`config.mk`:
```
export PLATFORM = sky130hd
export DESIGN_NAME = if_fetch_stage
export DESIGN_NICKNAME = d
export VERILOG_FILES = /design/src/rtl/arm_pkg.sv /design/src/rtl/if_register.sv /design/src/rtl/if_fetch_stage.sv
export SDC_FILE = /design/constraint.sdc
export NUM_CORES = 1
export LEC_CHECK = 0
export BUFFER_PORTS_ARGS = -buffer_cell sky130_fd_sc_hd__buf_2
export CELL_PAD_IN_SITES_DETAIL_PLACEMENT = 0
export CELL_PAD_IN_SITES_GLOBAL_PLACEMENT = 1
export CORE_MARGIN = 1
export CORE_UTILIZATION = 25
export DETAILED_ROUTE_END_ITERATION = 8
export GPL_ROUTABILITY_DRIVEN = 0
export PLACE_DENSITY = 0.49
export RECOVER_POWER = 50
export SLEW_MARGIN = 20
export SYNTH_ARGS = -nofsm -noshare
export SYNTH_HDL_FRONTEND = slang
export SYNTH_SLANG_ARGS = --single-unit
```
`constraint.sdc`:
```
create_clock -name clk -period 7.8 [get_ports clk]
set_input_delay 1.56 -clock clk [delete_from_list [all_inputs] [get_ports clk]]
set_output_delay 1.56 -clock clk [all_outputs]
set_load 0.005 [all_outputs]
```
`src/rtl/arm_pkg.sv`:
```
// rtl/arm_pkg.sv - shared pipeline constants and fetch FSM state type
package arm_pkg;

  localparam logic [31:0] NOP_INSTR = 32'hE1A0_0000;  // MOV r0,r0

  typedef enum logic [1:0] {
    REQ  = 2'd0,
    WAIT = 2'd1,
    HOLD = 2'd2
  } fetch_state_t;

  function automatic logic [31:0] pc_plus4(input logic [31:0] a);
    return a + 32'd4;
  endfunction

endpackage

```
`src/rtl/if_register.sv`:
```
// rtl/if_register.sv - IF/ID pipeline register with load enable and flush-to-NOP
module if_register
  import arm_pkg::*;
(
  input  logic        clk,
  input  logic        rst,
  input  logic        load_i,
  input  logic        flush_i,
  input  logic [31:0] instr_i,
  input  logic [31:0] pc_i,
  output logic [31:0] instr_o,
  output logic [31:0] pc_o
);

  logic [31:0] instr_q;
  logic [31:0] pc_q;

  // Flush wins over load; a flush keeps the previous PC and only kills the instruction
  always_ff @(posedge clk or negedge rst) begin
    if (!rst) begin
      instr_q <= NOP_INSTR;
      pc_q    <= '0;
    end else if (flush_i) begin
      instr_q <= NOP_INSTR;
    end else if (load_i) begin
      instr_q <= instr_i;
      pc_q    <= pc_i;
    end
  end

  assign instr_o = instr_q;
  assign pc_o    = pc_q;

endmodule

```
`src/rtl/if_fetch_stage.sv`:
```
// rtl/if_fetch_stage.sv - instruction fetch stage; IF_PERF_CNT_EN adds fetch/stall counters
module if_fetch_stage
  import arm_pkg::*;
#(
  parameter logic [31:0] RESET_PC = 32'h0000_0000
) (
  input  logic        clk,
  input  logic        rst,
  input  logic        hazard,
  input  logic        branchTaken,
  input  logic [31:0] branchAddress,
  output logic        imemReq,
  output logic [31:0] imemAddr,
  input  logic        imemReady,
  input  logic        imemValid,
  input  logic [31:0] imemData,
  output logic [31:0] instruction,
  output logic [31:0] PC
`ifdef IF_PERF_CNT_EN
  ,
  output logic [31:0] fetchCount,
  output logic [31:0] stallCount
`endif
);

  fetch_state_t state_q, state_d;
  logic [31:0]  pc_q, pc_d;
  logic [31:0]  fetch_addr_q, fetch_addr_d;
  logic [31:0]  hold_q, hold_d;
  logic         drop_q, drop_d;

  logic         req_c;
  logic         ifid_load;
  logic         ifid_flush;
  logic [31:0]  ifid_instr;
  logic [31:0]  ifid_pc;

  // Fetch state, program counter, hold buffer and drop flag
  always_ff @(posedge clk or negedge rst) begin
    if (!rst) begin
      state_q      <= REQ;
      pc_q         <= RESET_PC;
      fetch_addr_q <= '0;
      hold_q       <= '0;
      drop_q       <= 1'b0;
    end else begin
      state_q      <= state_d;
      pc_q         <= pc_d;
      fetch_addr_q <= fetch_addr_d;
      hold_q       <= hold_d;
      drop_q       <= drop_d;
    end
  end

  // Next state, memory request and IF/ID load selection; a redirect overrides everything
  always_comb begin
    state_d      = state_q;
    pc_d         = pc_q;
    fetch_addr_d = fetch_addr_q;
    hold_d       = hold_q;
    drop_d       = drop_q;
    req_c        = 1'b0;
    ifid_load    = 1'b0;
    ifid_flush   = 1'b0;
    ifid_instr   = NOP_INSTR;
    ifid_pc      = PC;
    if (branchTaken) begin
      ifid_flush = 1'b1;
      pc_d       = branchAddress;
      hold_d     = '0;
      // A response still owed by memory must be swallowed when it shows up
      if (state_q == WAIT && !imemValid) begin
        state_d = WAIT;
        drop_d  = 1'b1;
      end else begin
        state_d = REQ;
        drop_d  = 1'b0;
      end
    end else begin
      case (state_q)
        REQ: begin
          req_c     = 1'b1;
          ifid_load = !hazard;
          if (imemReady) begin
            state_d      = WAIT;
            fetch_addr_d = pc_q;
            pc_d         = pc_plus4(pc_q);
          end
        end
        WAIT: begin
          ifid_load = !hazard;
          if (imemValid) begin
            if (drop_q) begin
              drop_d  = 1'b0;
              state_d = REQ;
            end else if (hazard) begin
              hold_d  = imemData;
              state_d = HOLD;
            end else begin
              ifid_instr = imemData;
              ifid_pc    = pc_plus4(fetch_addr_q);
              // Back-to-back: the next request goes out in the delivery cycle
              req_c      = 1'b1;
              if (imemReady) begin
                fetch_addr_d = pc_q;
                pc_d         = pc_plus4(pc_q);
              end else begin
                state_d = REQ;
              end
            end
          end
        end
        HOLD: begin
          if (!hazard) begin
            ifid_load  = 1'b1;
            ifid_instr = hold_q;
            ifid_pc    = pc_plus4(fetch_addr_q);
            state_d    = REQ;
          end
        end
        default: state_d = REQ;
      endcase
    end
  end

  assign imemReq  = req_c & rst;
  assign imemAddr = pc_q;

  if_register u_if_register (
    .clk     (clk),
    .rst     (rst),
    .load_i  (ifid_load),
    .flush_i (ifid_flush),
    .instr_i (ifid_instr),
    .pc_i    (ifid_pc),
    .instr_o (instruction),
    .pc_o    (PC)
  );

`ifdef IF_PERF_CNT_EN
  logic        deliver;
  logic [31:0] fetch_cnt_q;
  logic [31:0] stall_cnt_q;

  assign deliver = !branchTaken && !hazard &&
                   ((state_q == WAIT && imemValid && !drop_q) || state_q == HOLD);

  // Real instructions entering IF/ID and frozen cycles, both wrapping
  always_ff @(posedge clk or negedge rst) begin
    if (!rst) begin
      fetch_cnt_q <= '0;
      stall_cnt_q <= '0;
    end else begin
      if (deliver) fetch_cnt_q <= fetch_cnt_q + 32'd1;
      if (hazard)  stall_cnt_q <= stall_cnt_q + 32'd1;
    end
  end

  assign fetchCount = fetch_cnt_q;
  assign stallCount = stall_cnt_q;
`endif

endmodule

```
Yosys cells after proc, flatten, opt, wreduce, memory -nomap -nowiden
Index checks and enable logic that the tools add are counted.
{"block": "totals", "register_bits": 163, "latch_bits": 0, "ram_bits": 0, "mem_bits_ro": 0, "output_inout_bits": 97, "wordCells": 91, "n_memories": 0}
{"block": "op_classes", "add_sub_neg": 2, "n_mul": 0, "div": 0, "magnitude_cmp": 0, "n_eq_ne": 12, "n_shift": 0, "muxes": 49, "bitwise": 3, "reduce_logical": 18}
{"op": "$mux 32", "n": 24}
{"op": "$pmux 32 s2", "n": 4}
{"op": "$add 32x3->32 const B", "n": 2}
{"op": "$ne 3x3->1 const B", "n": 5}
{"op": "$mux 2", "n": 7}
{"op": "$reduce_and 4->1", "n": 3}
{"op": "$reduce_bool 2->1", "n": 6}
{"op": "$mux 1", "n": 11}
{"op": "$ne 2x2->1 const B", "n": 4}
{"op": "$pmux 2 s3", "n": 1}
{"op": "$reduce_and 6->1", "n": 1}
{"op": "$ne 5x5->1 const B", "n": 1}
{"op": "$reduce_and 5->1", "n": 1}
{"op": "$pmux 1 s2", "n": 2}
{"op": "$reduce_bool 3->1", "n": 1}
{"op": "$eq 2x1->1 const B", "n": 1}
{"op": "$eq 2x2->1 const B", "n": 1}
{"op": "$logic_not 1->1", "n": 2}
{"op": "$logic_not 2->1", "n": 1}
{"op": "$not 1->1", "n": 2}
{"op": "$reduce_and 2->1", "n": 1}
{"op": "$reduce_or 2->1", "n": 1}
{"op": "$and 1x1->1", "n": 1}
{"op": "$logic_and 1x1->1", "n": 1}

Logic depth before layout (Yosys ltp)
{"block": "logic_depth", "word_depth": 7, "mapped_depth": 11, "depth_no_buf": 7}

Hierarchy
A second synthesis with hierarchy kept.
{"block": "unflattened", "hier_cells": 886, "hier_area_um2": 8848.5}
{"mod": "if_fetch_stage", "instances": 1, "cells_per_inst": 713, "area_each_um2": 6192.2}
{"mod": "if_register", "instances": 1, "cells_per_inst": 173, "area_each_um2": 2656.3}

Worst setup path before layout
No wires, ideal clock.
{"block": "synth_path", "path_kind": "input to output", "from": "input hazard", "to": "output imemReq", "arrival_ns": 2.913, "required_ns": 6.240, "slack_ns": 3.327, "stages": 5, "cell_sequence": "or3b_1 buf_6 nor2_1 clkbuf_1 o211a_1"}
{"block": "synth_between", "elab_chain_cells": 6}
{"item": "from (decl)", "line_no": "if_fetch_stage.sv:9", "text": "input logic hazard,"}
{"item": "$mux 1", "line_no": "if_fetch_stage.sv:96", "text": "end else if (hazard) begin"}
{"item": "$mux 1", "line_no": "if_fetch_stage.sv:93", "text": "if (drop_q) begin"}
{"item": "$mux 1", "line_no": "if_fetch_stage.sv:92", "text": "if (imemValid) begin"}
{"item": "$pmux 1 s2", "line_no": "if_fetch_stage.sv:80", "text": "case (state_q)"}
{"item": "$mux 1", "line_no": "if_fetch_stage.sv:67", "text": "if (branchTaken) begin"}
{"item": "$and 1x1->1", "line_no": "if_fetch_stage.sv:126", "text": "assign imemReq = req_c & rst;"}
{"item": "to (decl)", "line_no": "if_fetch_stage.sv:12", "text": "output logic imemReq,"}
Every way passes these cells.

Final worst setup path
{"block": "layout_path", "from": "input branchTaken", "to": "output imemReq"}
{"block": "layout_between", "elab_chain_cells": 2}
{"item": "from (decl)", "line_no": "if_fetch_stage.sv:10", "text": "input logic branchTaken,"}
{"item": "$mux 1", "line_no": "if_fetch_stage.sv:67"}
{"item": "$and 1x1->1", "line_no": "if_fetch_stage.sv:126"}
Every way passes these cells.

==> impl_metrics.toml <==
[yosys]
syn-num-nets = 851
ys_seq_area_share_pct = 54.1
ys_ff_latch = 163
yosysWarnings = 0
synth_top_flop_cell = "dfrtp_1"
syn_area_mm2 = 0.00755
synth_cells = 775
async_flop_share_pct = 100
synth_edf_count = 0
synth_cell_types = 41
synth.avg_cell_area_um2 = 9.74

[global_routing]
grt_pass1_vias = 6080
antenna_found_initial = 1
globalRouteOverflowTotal = 0
grt_max_degree = 58
grt_pass1_wl_mm = 36.5
grtUsageTotal_pct = 15.5

[clock_tree]
clk_latency_ns = 0.42
cts_num_sinks = 163
root_buffer = "clkbuf_16"
cts_tree = "built"
postCtsHoldBufs = 0
cts_buffer_depth = 2
cts_setup_buffers = 0
htreeDepth = 4
clkTransAtPathRegs_ns = 0.07
numCtsBuffers = 17
post_cts_resized = 0

[die]
pin_count = 167
die_w_um = 176
die_area_mm2 = 0.0309
die_y_um = 176
initial_core_util_pct = 25.5
placementRows = 63
fp.coreArea_mm2 = 0.0296

[place]
io_buffers = 166
dp.cells = 1300
dp_hpwl_mm = 15.9

[pwr]
power_density_mw_per_mm2 = 269
p_sw_share_pct = 32.4
ir_worst_vdd_mv = 0.134
p_total_uw = 2510
p_sw_uw = 814
intPower_uw = 1700
combPwrFrac_pct = 19.6
seqPwrFrac_pct = 47.8
pwr-share-clk_pct = 32.5
leakage_uw = 0.00403

[sta]
period_needed_ns = 5.51
tightest_slew_ns = 3.18
skew_ns = 0.0147
period_share_pct = 70.7
relSlewSlack_pct = -112
setup_viol = 0
finalHoldViolCount = 0
fmax_mhz = 181
rsz0062_at_grt = "no"
tns_ns = 0
slew_viol_final = 209

[setup_path]
worst-r2r-cell-count = 5
cp-end-kind = "output pin"
worstPathMaxFanout = 47
startpoint_type = "input pin"
r2r-start = "drop_q"
path_class = "in -> out"
worstPathRequired_ns = 6.24
cp.arrival_ns = 3.95
r2r-end = "fetch_addr_q[13]"
rrSetupSlack_ns = 4.74

[worst_hold_path]
hp-class = "reg -> reg"
min_from = "fetch_addr_q[0]"
hold_end = "u_if_register.pc_o[0]"
holdPathStages = 2

[finish]
final_cell_mix = "nand2_1, dfrtp_1, buf_2, o21ai_0, a21oi_1"
syn_to_final_growth_pct = 23.6
final_common_cell = "nand2_1"
fill_cells = 3223
fin_util_pct = 31.5
nets = 1005
drive_gt1_share_pct = 24.9
finalNonFillerCells = 1333

[drt]
vias = 6068
routed_via_density = 4.55
ant_nets = 0
wl_mm = 23.0
wl_per_cell_um = 17.3
drc = 0
drt-pass1-iter-count = 5
first_iter_violations = 399

[status]
violations = "capacitance limit, slew limit"
outcome = "complete, but fails checks"

[flow_run]
maxCapViolations = 4
==> metrics by stage <==
step / cell area (um^2) / setup WS (ns) / hold WS (ns)
3_3_place_gp: 8810 / 3.46 / 0.457
2_1_floorplan: 7550 / 3.33 / 0.435
6_report: 9330 / 2.29 / 0.466
3_5_place_dp: 8810 / 3.37 / 0.456
5_1_grt: 9330 / 1.87 / 0.495
4_1_cts: 9370 / 3.46 / 0.470
==> worst max path at each step <==
stage                      startpoint               end  depth (start not counted)
after floorplan                hazard           imemReq                          5
after global placement         hazard  fetch_addr_q[12]                          6
after detailed placement       hazard  fetch_addr_q[23]                          6
after CTS                      hazard           imemReq                          5
after global routing      branchTaken           imemReq                          4
final                     branchTaken           imemReq                          4
==> worst max-delay path: stages <==
cell	delay (ns)
clkbuf_1	1.33
inv_1	0.63
o211a_1	0.27
buf_2	0.14
==> cell families after synthesis <==
logic type | Yosys count | synth area share, %
DFF | 163 | 54.1
buffers and inverters | 54 | 2.83
xor gates and xnor gates | 51 | 5.92
and+or+nand+nor | 286 | 17.2
adders and majority gates | 6 | 0.994
AOI/OAI and AO/OA | 178 | 13.5
muxes | 37 | 5.47
==> power by group through the flow <==
stage / clock network, uW / logic [uW] / registers, uW
global placement: 0 / 511 / 1220
detailed placement: 0 / 515 / 1220
finish: 818 / 494 / 1200
global route: 883 / 569 / 1230
CTS: 851 / 516 / 1210
floorplan: 0 / 288 / 1170
==> routing by layer <==
metal / part of all wire, % / track usage (%) / vias to the layer above
li1: - / - / 2993
met1: 51 / 22.7 / 2939
met2: 45 / 23.0 / 127
met3: 3.4 / 2.73 / 9
met4: 0.91 / 4.17 / 0
met5: 0 / 0 / -
==> Yosys cell counts (all sizes together) (9+ instances only) <==
cell,instances,area share (%)
a21oi,48,3.2
clkbuf,41,2.0
nand3,21,1.4
inv,9,0.45
o21ai,90,6.0
and3,11,0.91
nor2,20,0.99
xnor2,10,1.2
nand2,173,8.6
a22oi,27,2.7
mux2,34,5.1
nand4,24,2.1
xor2,41,4.8
dfrtp,157,52
==> layout make-up <==
type	instances	area (um^2)	share of cell area [%]
tap	390	488	5.23
timing repair buffer	180	906	9.71
clock buffer	19	433	4.64
clock inverter	13	126	1.35
antenna	1	2.50	0.0268
multi-input combinational	558	3260	34.9
sequential	163	4090	43.8
inverter	9	33.8	0.362
==> registers in the layout (all words and copies together) (netlist names) <==
signal / count
fetch_addr_q: 32
u_if_register.instr_o: 32
imemAddr: 32
u_if_register.pc_o: 32
drop_q: 1
hold_q: 32
state_q: 2
Note: power is estimated with default switching activity, not from simulation.
